[src/rtl/time_counter.sv]
// ============================================================================
//  Module      : time_counter
//  Description : MM:SS BCD time-of-run counter with one-second prescaler,
//                minute-advance input and a free-running display refresh strobe.
//  Revision    : 1.0 - initial release
// ============================================================================
`default_nettype none

module time_counter #(
  parameter int TICK_DIV    = 100_000_000,
  parameter int REFRESH_DIV = 100_000
) (
  input  logic       ck,
  input  logic       rst_n,
  input  logic       run,
  input  logic       clear,
  input  logic       inc_min,
  output logic [3:0] seg0,
  output logic [3:0] seg1,
  output logic [3:0] seg2,
  output logic [3:0] seg3,
  output logic       refresh,
  output logic       sec_tick,
  output logic       wrap
);

  localparam int c_PCNT_W = (TICK_DIV > 1) ? $clog2(TICK_DIV) : 1;
  localparam int c_RCNT_W = (REFRESH_DIV > 1) ? $clog2(REFRESH_DIV) : 1;
  localparam logic [c_PCNT_W-1:0] c_PCNT_MAX = c_PCNT_W'(TICK_DIV - 1);
  localparam logic [c_PCNT_W-1:0] c_PCNT_ONE = c_PCNT_W'(1);
  localparam logic [c_RCNT_W-1:0] c_RCNT_MAX = c_RCNT_W'(REFRESH_DIV - 1);
  localparam logic [c_RCNT_W-1:0] c_RCNT_ONE = c_RCNT_W'(1);

  logic [c_PCNT_W-1:0] r_pcnt;
  logic [c_RCNT_W-1:0] r_rcnt;
  logic [7:0]          r_sec;
  logic [7:0]          r_min;
  logic                r_refresh;
  logic                r_sec_tick;
  logic                r_wrap;

  logic                w_tick;
  logic                w_min_carry;
  logic                w_time_wrap;
  logic [7:0]          w_sec_next;
  logic [7:0]          w_min_p1;
  logic [7:0]          w_min_p2;
  logic [7:0]          w_min_next;

  // {tens, units} BCD increment, modulo 60.
  function automatic logic [7:0] inc_bcd60(input logic [7:0] v);
    logic [7:0] r;
    if (v[3:0] == 4'd9) begin
      r[3:0] = 4'd0;
      r[7:4] = (v[7:4] == 4'd5) ? 4'd0 : v[7:4] + 4'd1;
    end else begin
      r[3:0] = v[3:0] + 4'd1;
      r[7:4] = v[7:4];
    end
    return r;
  endfunction

  assign w_tick      = run && (r_pcnt == c_PCNT_MAX);
  assign w_min_carry = w_tick && (r_sec == 8'h59);
  assign w_time_wrap = w_min_carry && (r_min == 8'h59);
  assign w_sec_next  = w_tick ? inc_bcd60(r_sec) : r_sec;
  assign w_min_p1    = inc_bcd60(r_min);
  assign w_min_p2    = inc_bcd60(w_min_p1);

  // A seconds carry and an inc_min pulse on the same edge add two minutes.
  always_comb begin
    w_min_next = r_min;
    case ({w_min_carry, inc_min})
      2'b11:          w_min_next = w_min_p2;
      2'b10, 2'b01:   w_min_next = w_min_p1;
      default:        w_min_next = r_min;
    endcase
  end

  always_ff @(posedge ck or negedge rst_n) begin
    if (!rst_n) begin
      r_pcnt     <= '0;
      r_rcnt     <= '0;
      r_sec      <= 8'h00;
      r_min      <= 8'h00;
      r_refresh  <= 1'b0;
      r_sec_tick <= 1'b0;
      r_wrap     <= 1'b0;
    end else begin
      r_rcnt    <= (r_rcnt == c_RCNT_MAX) ? '0 : r_rcnt + c_RCNT_ONE;
      r_refresh <= (r_rcnt == c_RCNT_MAX);

      if (clear) begin
        r_pcnt     <= '0;
        r_sec      <= 8'h00;
        r_min      <= 8'h00;
        r_sec_tick <= 1'b0;
        r_wrap     <= 1'b0;
      end else begin
        if (run) begin
          r_pcnt <= w_tick ? '0 : r_pcnt + c_PCNT_ONE;
        end
        r_sec      <= w_sec_next;
        r_min      <= w_min_next;
        r_sec_tick <= w_tick;
        r_wrap     <= w_time_wrap;
      end
    end
  end

  assign seg0     = r_sec[3:0];
  assign seg1     = r_sec[7:4];
  assign seg2     = r_min[3:0];
  assign seg3     = r_min[7:4];
  assign refresh  = r_refresh;
  assign sec_tick = r_sec_tick;
  assign wrap     = r_wrap;

endmodule

`default_nettype wire

[config.mk]
export PLATFORM = sky130hd
export DESIGN_NAME = time_counter
export DESIGN_NICKNAME = d
export VERILOG_FILES = /design/src/rtl/time_counter.sv
export SDC_FILE = /design/constraint.sdc
export NUM_CORES = 1
export LEC_CHECK = 0
export ABC_CLOCK_PERIOD_IN_PS = 4000
export BUFFER_PORTS_ARGS = -buffer_cell sky130_fd_sc_hd__buf_2
export CORE_ASPECT_RATIO = 1.2
export CORE_MARGIN = 5
export CORE_UTILIZATION = 40
export DETAILED_ROUTE_END_ITERATION = 6
export PLACE_DENSITY_LB_ADDON = 0.05
export SLEW_MARGIN = 20
export SYNTH_ARGS = -nofsm -noshare
export SYNTH_HDL_FRONTEND = slang
export SYNTH_SLANG_ARGS = --single-unit
[constraint.sdc]
create_clock -name ck -period 4 [get_ports ck]
set_clock_uncertainty 0.15 [all_clocks]
set_input_delay 1 -clock ck [delete_from_list [all_inputs] [get_ports ck]]
set_output_delay 1 -clock ck [all_outputs]
set_load 0.02 [all_outputs]
==> results.cfg <==
[clock_tree]
clk_pin_slew_ps = 60
cts_resized = 0
cts_tree = done
cts_hold_buf = 0
htreeDepth = 3
clk_latency_ps = 350
cts_root_buf = clkbuf_8
cts_setup_buffers = 0
tritoncts.num_buffers = 9
clk_path_buf_depth = 2
cts_sinks = 63

[yosys]
ys_seq_area_share_pct = 46.1
synthCells = 365
synthTopCellsByCount = dfrtp_1 (63), nor2_1 (53), nand3_1 (25)
synth_edf_count = 0
yosys_warnings = 0
async_reset_ff_share_pct = 100
synth_area_leaders = dfrtp_1 (46%), nor2_1 (5.8%), xnor2_1 (4.6%)
synth-main-ff-cell = dfrtp_1
yosys.area.top_type = dfrtp_1
ys_seq_elements = 63
synth_cell_types = 51
netlist.area_leader.share_pct = 46.1
syn_nets = 381
synth_area_um2 = 3420
synth.most_common_cell = dfrtp_1
syn_avg_cell_area_um2 = 9.37

[pwr]
power_leakage_nw = 1.74
powerDensity_nw_per_um2 = 354
ir_drop_mv = 0.156

[grt]
grt_overflow_total = 0
grt_pass1_vias = 2766
antenna_found_initial = 0
grt_max_degree = 34
grt_util_all_layers_pct = 16.1
grt_pass1_wl_um = 13400

[route]
drc = 0
vias_per_cell = 5.30
drt_iter0_markers = 166
post_drt_wl_per_cell_um = 14.8
ant_nets = 0
vias = 2763
routed_wl_um = 7730
drtPass1Iterations = 4

[final_layout]
diodes = 0
final_cell_count_no_fill = 521
syn_to_final_growth_pct = 15.8
layout.nets = 416
fillers = 830
drive_gt1_share_pct = 13.4
multi_input_area_um2 = 1760
regArea_um2 = 1580

[worst_setup_path]
critPathCaptureType = flip-flop
cp_cell_sequence = or4_1, or4b_4, nor2_1, and3_1, ha_1, or4_1, a211oi_1, nand3b_1, a311oi_1
reg2reg_depth = 9
crit_top_cell = or4_1
rr_startpoint = r_pcnt[9]
cpPeakStageDelay_ps = 570
critical_path_class = reg -> reg
worstPathArrival_ps = 3650
regToRegSetupSlack_ps = 430
cp_max_fo = 5
worstReg2RegEnd = r_min[7]
start_kind = flip-flop
required_ps = 4090
crit_slowest_cell = or4_1

[timing]
slew_headroom_pct = 51.7
whs_ps = 348
hold_violations = 0
tightest_slew_ps = 724
setup_violations = 0
rsz0062_at_grt = false
finalCritPeriodShare_pct = 89.1
slew_violations = 0
setup_tns_ps = 0
finalCriticalPeriod_ps = 3570
max_freq_mhz = 280

[place]
place_hpwl_um = 5460
portBuffers = 23
place_inst = 506
gp_congestion = 0.827

[floorplan]
start_util_pct = 40.3
io_pins = 24
core_um2 = 8470
fp.dieH_um = 111
die_area_um2 = 10500
rows = 37
fp.dieW_um = 94.4

[worst_hold_path]
holdCritStartpoint = r_rcnt[8]
min_path_type = reg -> reg
hold_depth = 1
min_to = r_rcnt[8]

[flow_run]
cap_violations = 0

[outcome]
status = finished, final reports clean
-- power by group --
group	total [W]	switching (W)	internal, W	leakage [nW]
combinational	0.0000592	0.0000414	0.0000178	0.754
sequential	0.000650	0.00000826	0.000641	0.862
clock	0.000693	0.000247	0.000445	0.123
-- how the worst max path moves through the flow --
stage,cells after the start,to,start,slack [ps]
6_report,9,r_min[7],r_pcnt[9],430
5_1_grt,9,r_min[7],r_pcnt[9],260
4_1_cts,9,r_min[7],r_pcnt[9],420
3_3_place_gp,10,r_min[7],run,270
2_1_floorplan,9,r_min[7],run,450
3_5_place_dp,10,r_min[7],run,190
-- state kept, by name, summed over array words and instances (netlist names) --
name      count
sec_tick      1
r_sec         8
r_min         8
refresh       1
r_rcnt       17
wrap          1
r_pcnt       27
-- logic make-up after synthesis --
kind of cell,count (synthesis),share of synthesized area (%)
compound gates,47,8.27
xor+xnor,36,9.22
fa+ha+maj,11,4.03
buf+inv,19,2.38
flops,63,46.1
mux,3,0.915
simple gates,186,29.1
-- critical path: cells and delay by family, from the launching register on --
kind / cells / cell delay [ps]
fa+ha+maj: 1 / 290
simple gates: 6 / 2090
flops: 1 / 410
compound gates: 2 / 520
-- layout make-up --
class,count,area share (%)
inverters,9,0.853
flip-flops and latches,63,39.8
well taps,117,3.70
clock buffers,12,3.92
multi-input cells,283,44.5
clock inverters,3,2.27
repair buffers,34,4.99
-- stage by stage --
stage / cell area, um2 / util, % / setup slack [ps] / total power (W)
2_1_floorplan: 3420 / - / 445 / 0.000691
3_3_place_gp: 3710 / 43.8 / 274 / 0.000722
3_5_place_dp: 3710 / 43.8 / 194 / 0.000723
4_1_cts: 3960 / 46.7 / 423 / 0.00142
5_1_grt: 3960 / 46.7 / 258 / 0.00145
6_report: 3960 / 46.7 / 435 / 0.00140
-- cell usage in the layout (no fill, tap or decap), drive strengths merged, types with 3 or more instances in the layout --
cell    count
or3         7
dfrtp      63
and3       10
nand3      25
a21oi      14
nand2b      3
inv         9
and2        3
or4        12
a31oi       4
xnor2      18
nor4        8
or2         4
xor2       18
nand4       9
bufinv      3
nand2      24
clkbuf     12
nor2b       7
nor3        6
o21ai      15
buf        34
nor2       53
ha         11
-- metal layers --
metal	routed length, um	share of wire [%]	up-vias	global-route usage, %
li1	-	-	1374	-
met1	3540	46	1334	20.3
met2	3770	49	43	25.6
met3	252	3.3	12	3.26
met4	156	2.0	0	8.67
met5	0	0	-	0
(Power assumes the default switching activity.)
